===== src/rtl/fe_pattern_match_if.sv =====
// Sniffed USB byte stream from the front-end capture stage, one byte per sniff_wr strobe.
// The stream cannot be stalled; the consumer samples every qualified byte.
interface fe_pattern_match_if;
  logic [7:0] sniff_data;
  logic       sniff_wr;
  logic [3:0] sniff_count;
  logic       rxactive;

  modport master (output sniff_data, output sniff_wr, output sniff_count, output rxactive);
  modport slave  (input  sniff_data, input  sniff_wr, input  sniff_count, input  rxactive);
endinterface


===== src/rtl/fe_pattern_match.sv =====
// Masked compare of each packet's leading bytes; registered match pulse one cycle after the final byte.
// No backpressure: every qualified byte is consumed; saturating 8-bit match counter.
module fe_pattern_match #(
  parameter int pPATTERN_BYTES = 8,
  parameter int pLEN_WIDTH     = 4
) (
  input  logic                        fe_clk,
  input  logic                        reset_n,
  input  logic                        I_arm,
  input  logic [8*pPATTERN_BYTES-1:0] I_pattern,
  input  logic [8*pPATTERN_BYTES-1:0] I_mask,
  input  logic [pLEN_WIDTH-1:0]       I_length,
  fe_pattern_match_if.slave           sniff,
  output logic                        O_match,
  output logic                        O_armed,
  output logic [7:0]                  O_match_count
);

  typedef enum logic [1:0] {
    ST_IDLE,
    ST_WAIT_SOP,
    ST_COMPARE,
    ST_SKIP
  } state_t;

  state_t                      r_state;
  state_t                      w_state_nxt;
  logic                        r_arm_d;
  logic [8*pPATTERN_BYTES-1:0] r_pattern;
  logic [8*pPATTERN_BYTES-1:0] r_mask;
  logic [pLEN_WIDTH-1:0]       r_len;
  logic [3:0]                  r_exp_idx;
  logic [3:0]                  w_idx_nxt;
  logic                        r_match;
  logic                        w_match_nxt;
  logic [7:0]                  r_count;

  logic                        w_arm_rise;
  logic [pLEN_WIDTH-1:0]       w_len_clip;
  logic [pLEN_WIDTH-1:0]       w_len_cur;
  logic [3:0]                  w_cmp_idx;
  logic [7:0]                  w_sel_pat;
  logic [7:0]                  w_sel_mask;
  logic                        w_hit;
  logic                        w_last;

  assign w_arm_rise = I_arm & ~r_arm_d;
  assign w_len_clip = (I_length > pLEN_WIDTH'(pPATTERN_BYTES)) ? pLEN_WIDTH'(pPATTERN_BYTES) : I_length;
  // The leaving-IDLE decision on the arming cycle must see the length being latched now.
  assign w_len_cur  = w_arm_rise ? w_len_clip : r_len;
  assign w_last     = (int'(r_exp_idx) + 1) == int'(r_len);

  always_comb begin
    w_cmp_idx  = (r_state == ST_COMPARE) ? r_exp_idx : 4'd0;
    w_sel_pat  = 8'h00;
    w_sel_mask = 8'h00;
    for (int i = 0; i < pPATTERN_BYTES; i++) begin
      if (w_cmp_idx == 4'(i)) begin
        w_sel_pat  = r_pattern[8*i +: 8];
        w_sel_mask = r_mask[8*i +: 8];
      end
    end
    w_hit = ((sniff.sniff_data ^ w_sel_pat) & w_sel_mask) == 8'h00;
  end

  always_comb begin
    w_state_nxt = r_state;
    w_idx_nxt   = r_exp_idx;
    w_match_nxt = 1'b0;
    if (!I_arm) begin
      w_state_nxt = ST_IDLE;
    end else begin
      case (r_state)
        ST_IDLE: begin
          if (w_len_cur != '0) w_state_nxt = ST_WAIT_SOP;
        end
        ST_WAIT_SOP: begin
          if (sniff.sniff_wr && sniff.sniff_count == 4'd0) begin
            if (!w_hit) begin
              w_state_nxt = ST_SKIP;
            end else if (r_len == pLEN_WIDTH'(1)) begin
              w_match_nxt = 1'b1;
              w_state_nxt = ST_SKIP;
            end else begin
              w_idx_nxt   = 4'd1;
              w_state_nxt = ST_COMPARE;
            end
          end
        end
        ST_COMPARE: begin
          if (sniff.sniff_wr) begin
            if (sniff.sniff_count != r_exp_idx || !w_hit) begin
              w_state_nxt = ST_SKIP;
            end else if (w_last) begin
              w_match_nxt = 1'b1;
              w_state_nxt = ST_SKIP;
            end else begin
              w_idx_nxt = r_exp_idx + 4'd1;
            end
          end else if (!sniff.rxactive) begin
            w_state_nxt = ST_WAIT_SOP;
          end
        end
        ST_SKIP: begin
          if (!sniff.rxactive) w_state_nxt = ST_WAIT_SOP;
        end
        default: w_state_nxt = ST_IDLE;
      endcase
    end
  end

  always_ff @(posedge fe_clk or negedge reset_n) begin
    if (!reset_n) r_state <= ST_IDLE;
    else          r_state <= w_state_nxt;
  end

  always_ff @(posedge fe_clk or negedge reset_n) begin
    if (!reset_n) begin
      // Reset as "already high" so a level held across reset cannot re-arm without a fresh edge.
      r_arm_d   <= 1'b1;
      r_pattern <= '0;
      r_mask    <= '0;
      r_len     <= '0;
      r_exp_idx <= 4'd0;
      r_match   <= 1'b0;
      r_count   <= 8'h00;
    end else begin
      r_arm_d   <= I_arm;
      r_exp_idx <= w_idx_nxt;
      r_match   <= w_match_nxt;
      if (w_arm_rise) begin
        r_pattern <= I_pattern;
        r_mask    <= I_mask;
        r_len     <= w_len_clip;
        r_count   <= 8'h00;
      end else if (w_match_nxt && r_count != 8'hFF) begin
        r_count <= r_count + 8'd1;
      end
    end
  end

  assign O_match       = r_match;
  assign O_armed       = (r_state != ST_IDLE);
  assign O_match_count = r_count;

endmodule


===== src/flat_wrapper.sv =====
// flat-port wrapper written by rule: the top's interface ports become plain ports
module fe_pattern_match_flat 
#(
  parameter int pPATTERN_BYTES = 8,
  parameter int pLEN_WIDTH     = 4
)
  (fe_clk, reset_n, I_arm, I_pattern, I_mask, I_length, O_match, O_armed, O_match_count, sniff_sniff_data, sniff_sniff_wr, sniff_sniff_count, sniff_rxactive);
  fe_pattern_match_if sniff_i ();
  input  logic fe_clk;
  input  logic reset_n;
  input  logic I_arm;
  input  logic [8*pPATTERN_BYTES-1:0] I_pattern;
  input  logic [8*pPATTERN_BYTES-1:0] I_mask;
  input  logic [pLEN_WIDTH-1:0] I_length;
  output logic O_match;
  output logic O_armed;
  output logic [7:0] O_match_count;
  input wire logic [$bits(sniff_i.sniff_data)-1:0] sniff_sniff_data;
  input wire logic [$bits(sniff_i.sniff_wr)-1:0] sniff_sniff_wr;
  input wire logic [$bits(sniff_i.sniff_count)-1:0] sniff_sniff_count;
  input wire logic [$bits(sniff_i.rxactive)-1:0] sniff_rxactive;
  assign sniff_i.sniff_data = sniff_sniff_data;
  assign sniff_i.sniff_wr = sniff_sniff_wr;
  assign sniff_i.sniff_count = sniff_sniff_count;
  assign sniff_i.rxactive = sniff_rxactive;
  fe_pattern_match #(.pPATTERN_BYTES(pPATTERN_BYTES), .pLEN_WIDTH(pLEN_WIDTH)) u_core (.fe_clk(fe_clk), .reset_n(reset_n), .I_arm(I_arm), .I_pattern(I_pattern), .I_mask(I_mask), .I_length(I_length), .sniff(sniff_i), .O_match(O_match), .O_armed(O_armed), .O_match_count(O_match_count));
endmodule

===== config.mk =====
export PLATFORM = sky130hd
export DESIGN_NAME = fe_pattern_match_flat
export DESIGN_NICKNAME = d
export VERILOG_FILES = /design/src/rtl/fe_pattern_match_if.sv /design/src/rtl/fe_pattern_match.sv /design/src/flat_wrapper.sv
export SDC_FILE = /design/constraint.sdc
export NUM_CORES = 1
export LEC_CHECK = 0
export BUFFER_PORTS_ARGS = -buffer_cell sky130_fd_sc_hd__buf_4
export CAP_MARGIN = 20
export CORE_ASPECT_RATIO = 1.1
export CORE_UTILIZATION = 60
export CTS_CLUSTER_SIZE = 12
export DETAILED_ROUTE_END_ITERATION = 10
export PLACE_DENSITY_LB_ADDON = 0.25
export SLEW_MARGIN = 10
export SYNTH_ARGS = -nofsm -noshare
export SYNTH_HDL_FRONTEND = slang
export SYNTH_SLANG_ARGS = --single-unit

===== constraint.sdc =====
create_clock -name fe_clk -period 7.15 [get_ports fe_clk]
set_input_delay 0.3575 -clock fe_clk [delete_from_list [all_inputs] [get_ports fe_clk]]
set_output_delay 0.3575 -clock fe_clk [all_outputs]
set_load 0.01 [all_outputs]

* Yosys cells after proc, flatten, opt, wreduce, memory -nomap -nowiden
Index checks and enable logic that the tools add are counted.
** Word-level totals
- Flip-flop bits (word level) :: 148
- Input port bits :: 149
- Output and inout port bits :: 10
- Logic and storage cells :: 99
** Cells by class
- Add/sub/neg operators :: 3
- Order comparisons :: 1
- Equal/unequal tests :: 23
- Muxes and demuxes :: 46
- Bitwise operators :: 4
- Reductions and logical operators :: 14
** Operator list (count)
- 8-bit 2-to-1 mux :: 18
- 4-bit 2-to-1 mux :: 9
- 32-bit by 5-bit == test with 1-bit output :: 1
- 4-bit by 3-bit == test with 1-bit output, second input constant :: 4
- 2-bit 2-to-1 mux :: 8
- 8-bit by 1-bit adder with 8-bit output, second input constant :: 1
- 8-bit bitwise AND :: 1
- 4-bit by 1-bit == test with 1-bit output, second input constant :: 2
- 4-bit by 2-bit == test with 1-bit output, second input constant :: 2
- 4-bit zero test :: 2
- 8-bit zero test :: 1
- 1-bit 2-to-1 mux :: 8
- 2-bit inequality test, second input constant :: 4
- 8-bit inequality test, second input constant :: 1
- 2-bit one-hot mux with 4 select lines :: 1
- 4-bit one-hot mux with 2 select lines :: 1
- 8-bit AND reduction :: 1
- 8-bit XOR :: 1
- 3-bit by 2-bit inequality test with 1-bit output, second input constant :: 2
- 2-bit nonzero test :: 3
- 4-bit by 1-bit adder with 5-bit output, second input constant :: 1
- 5-bit by 4-bit inequality test with 1-bit output, second input constant :: 1
- 4-bit by 1-bit adder with 4-bit output, second input constant :: 1
- 2-bit == test, second input constant :: 2
- other kinds (13) :: 15

* Logic depth before layout (Yosys ltp)
- Depth after elaboration :: 23
- Mapped depth :: 15
- Depth with buffers taken out :: 11

* Worst setup path before layout
Ideal clock, no wire load.
- Kind :: reg-to-reg
- From :: register u_core.r_state[0]
- To :: register u_core.r_count[6] (netlist: u_core.O_match_count[6])
- Library setup time :: 94 ps
- Arrival :: 3108 ps
- Data required time :: 7056 ps
- Slack :: 3948 ps
- Cell stages (with the launch flop) :: 13
- Path buffers :: 1
- Period minus slack after synthesis :: 3202 ps
- Path through :: dfrtp_1 -> inv_1 -> ha_1 -> buf_4 -> or3b_4 -> or3_1 -> a22oi_2 -> mux2i_1 -> a21oi_1 -> o211a_4 -> nand2_2 -> or4_4 -> a221oi_2
** Between the ends
- Longest elaborated chain between the ends :: 22
- Elaborated cells on any way between the ends :: 40
- Those cells by class :: 9 x eq/ne; 23 x mux; 2 x bitwise; 6 x reduce/logical
** RTL lines
- start, declared :: RTL line fe_pattern_match.sv:26 : state_t r_state;
- start signal, assigned :: RTL line fe_pattern_match.sv:114 : else r_state <= w_state_nxt;
- 2-bit == test :: RTL line fe_pattern_match.sv:54, fe_pattern_match.sv:73
- 4-bit 2-to-1 mux :: RTL line fe_pattern_match.sv:54 : w_cmp_idx = (r_state == ST_COMPARE) ? r_exp_idx : 4'd0;
- 4-bit zero test :: RTL line fe_pattern_match.sv:58 : if (w_cmp_idx == 4'(i)) begin
- 8-bit 2-to-1 mux (8 in a row) :: RTL line fe_pattern_match.sv:58
- 8-bit XOR :: RTL line fe_pattern_match.sv:63 : w_hit = ((sniff.sniff_data ^ w_sel_pat) & w_sel_mask) == 8'h00;
- 8-bit bitwise AND :: RTL line fe_pattern_match.sv:63
- 8-bit zero test :: RTL line fe_pattern_match.sv:63
- 1-bit zero test
- 1-bit logical OR :: RTL line fe_pattern_match.sv:92 : if (sniff.sniff_count != r_exp_idx || !w_hit) begin
- 1-bit 2-to-1 mux :: RTL line fe_pattern_match.sv:92
- 1-bit 2-to-1 mux :: RTL line fe_pattern_match.sv:91 : if (sniff.sniff_wr) begin
- 1-bit one-hot mux with 2 select lines (*) :: RTL line fe_pattern_match.sv:73 : case (r_state)
- 1-bit 2-to-1 mux (*) :: RTL line fe_pattern_match.sv:70 : if (!I_arm) begin
- 1-bit logical AND (*) :: RTL line fe_pattern_match.sv:136 : end else if (w_match_nxt && r_count != 8'hFF) begin
- 2-bit nonzero test (no line) (*)
- end signal, assigned :: RTL line fe_pattern_match.sv:137 : r_count <= r_count + 8'd1;
- end, declared :: RTL line fe_pattern_match.sv:36 : logic [7:0] r_count;
Mark *: on every way between the ends. The rest lies on a longest branch, timed or not.
A chain may end at the register's enable or synchronous reset.

* Worst setup path in the final report
Ends and elaborated chain as after synthesis.

==> impl_metrics.ini <==
[outcome]
status = finished, final reports clean

[clock_network]
clk_pin_slew_ns = 0.06
insertion_delay_ns = 0.42
cts_max_path_buffers = 2
cts_resized = 0
cts_tree = built
numCtsBuffers = 17
htreeDepth = 4
cts_hold_buf = 1
cts_sinks = 148
root_buffer = clkbuf_16
postCtsSetupBuffers = 0

[floorplan]
design.die.area_mm2 = 0.0135
die_x_um = 111
die_y_um = 122
core_area_mm2 = 0.0126
start_util = 0.619
io-pin-count = 159
num_rows = 43

[logic_synthesis]
synth_most_common_cell = nand2_1
synthArstFlopShare = 1.00
synth_top_area_frac = 0.470
synth_fp_nets = 1104
synthAdderAreaFrac = 0.00960
synth_top_family_by_area = simple AND/OR/NAND/NOR gates
ys_seq_area_frac = 0.474
ys_ff_latch = 148
syn_inst = 949
synthFlopType = dfrtp_1
synth.avg_cell_area_um2 = 8.24
synth_mux_area_frac = 0.0317
synth_xor_area_frac = 0.0179
synthTopCellsByArea = dfrtp_1 (47%), nand2_1 (20%), mux2i_1 (2.3%), a21oi_1 (2.0%), o21ai_0 (1.9%)
synth_compound_area_frac = 0.128
synth_area_mm2 = 0.00782
synthSimpleGateAreaFrac = 0.298
synth_common_cells = nand2_1 (427), dfrtp_1 (147), a21oi_1 (31)
synth_area_leader_cell = dfrtp_1
synth_edf_count = 0
ys_types = 72
ys_warn_count = 0

[detailed_routing]
dr.pass1.iters = 6
detail_route.wl_per_cell_um = 18.5
ant_nets = 0
vias_per_cell = 5.89
first_iter_violations = 896
wl_um = 23000
route.detailed.drc = 0
dr_total_vias = 7344

[critical_path]
required_ns = 7.48
r2r_cells = 11
crit_type = reg -> reg
cp-start-kind = flop
worstSetupEndpoint = u_core.O_match_count[6]
startpoint = u_core.r_state[0]
critPathMaxFanout = 22
reg2reg_to = u_core.O_match_count[6]
crit_path_end_kind = flop
crit_arrival_ns = 4.86
r2r-start = u_core.r_state[0]
regToRegSetupSlack_ns = 2.62

[power]
leakagePower_uw = 0.00489
finalPower_uw = 2640
power_density_mw_per_mm2 = 276
irDropWorstVdd_v = 0.000254

[sta]
worstMarginPinSlew_ns = 0.967
slew_headroom = 0.355
whs_ns = 0.0814
slew_viol_final = 0
rsz0062_at_grt = no
fin_skew_ns = 0.00840
worst_slack_ns = 2.62
setup_violations = 0
max_freq_ghz = 0.221
period_needed_ns = 4.53
fin_crit_sh = 0.634
final_hold_viol_count = 0
fin_setup_tns_ns = 0

[layout]
drive_above_1_share = 0.198
n_fill_cell = 913
nets = 1232
synthToLayoutAreaGrowth_pct = 22.5
fin_area_mm2 = 0.00959
diodes = 0

[global_routing]
grt_use_total = 0.355
grt_pass1_wl_um = 36900
antenna_found_initial = 0
grt_max_degree = 82
grt_pass1_vias = 6991
overflow = 0

[worst_hold_path]
hp-start = I_arm
hold_path_class = in -> reg

[placed_design]
numPortBuffers = 158
placedInstanceArea_mm2 = 0.00900
dp_hpwl_um = 16300
place_ws_ns = 2.77
gp_congestion = 0.922

[flow_run]
drv_cap = 0
[final cells by class]
class,instances,area (um^2),share of cell area
multi-input combinational,731,3810,0.397
clock buffer,20,457,0.0476
inverter,13,48.8,0.00509
clock inverter,12,118,0.0123
sequential,148,3710,0.387
timing repair buffer,166,1250,0.131
tap,157,196,0.0205
[metrics by stage]
stage,std cells,utilization
5_1_grt,1247,0.758
6_report,1247,0.758
3_3_place_gp,1214,0.712
2_1_floorplan,949,-
3_5_place_dp,1214,0.712
4_1_cts,1247,0.758
[metal layers]
metal | wire length, um | track usage | part of all wire | vias to the layer above
met5 | 0 | 0 | 0 | -
met4 | 578 | 0.142 | 0.025 | 0
met3 | 1530 | 0.0557 | 0.066 | 51
met2 | 11200 | 0.583 | 0.49 | 346
met1 | 9720 | 0.477 | 0.42 | 3528
li1 | - | - | - | 3419
[worst max-delay path, stage by stage (launching register included)]
cell and delay [ns]:
dfrtp_1 0.41, inv_1 0.16, ha_1 0.71, nand2b_1 0.47, nor2_1 0.60, nor3_1 0.13, a21oi_1 0.17, a221oi_1 0.14
a2111oi_4 0.53, nand2_2 0.25, or4_4 0.57, a221oi_2 0.28
[registers in the layout (all words and copies together), names as in the netlist]
name                  cells
u_core.r_mask            64
u_core.r_pattern         64
u_core.O_match_count      8
u_core.r_exp_idx          4
u_core.r_len              4
u_core.r_state            2
u_core.O_match            1
u_core.r_arm_d            1
[power breakdown]
| group | internal [uW] | total, uW | switching (uW) | leakage, uW |
|---|---|---|---|---|
| registers | 943 | 1040 | 100 | 0.00184 |
| logic | 297 | 737 | 439 | 0.00277 |
| clock network | 503 | 864 | 361 | 0.000283 |
[layout by cell type (no fill, tap or decap), types with 5 or more instances in the layout]
cell,synthesis,routed
mux2i_1,18,18
nor3_1,9,9
o22ai_1,9,9
and3_1,6,6
nand2b_1,10,9
nand4_1,8,8
o32ai_1,5,5
nor2_1,27,26
xnor2_1,10,10
buf_4,3,164
ha_1,6,6
nand2_1,427,427
nor2b_1,13,13
nand3_1,14,14
a2bb2oi_1,7,7
inv_1,12,12
o211ai_1,7,7
nand3b_1,7,7
inv_6,0,6
xor2_1,6,6
a21oi_1,31,31
dfrtp_1,147,146
o21ai_0,30,30
clkbuf_16,0,17
[cell families after synthesis]
logic type      after synthesis
mux                          23
simple gates                549
buf+inv                      70
fa+ha+maj                     6
xor+xnor                     16
flops                       148
compound gates              137
[how the worst min path moves through the flow]
stage,endpoint,slack (ns),depth (start not counted)
finish,u_core.r_arm_d,0.08,1
detailed placement,u_core.r_pattern[6],0.40,1
CTS,u_core.r_arm_d,0.07,1
global route,u_core.r_arm_d,0.07,1
global placement,u_core.r_pattern[7],0.39,1
floorplan,u_core.O_match,0.06,0
(Power assumes the default switching activity.)
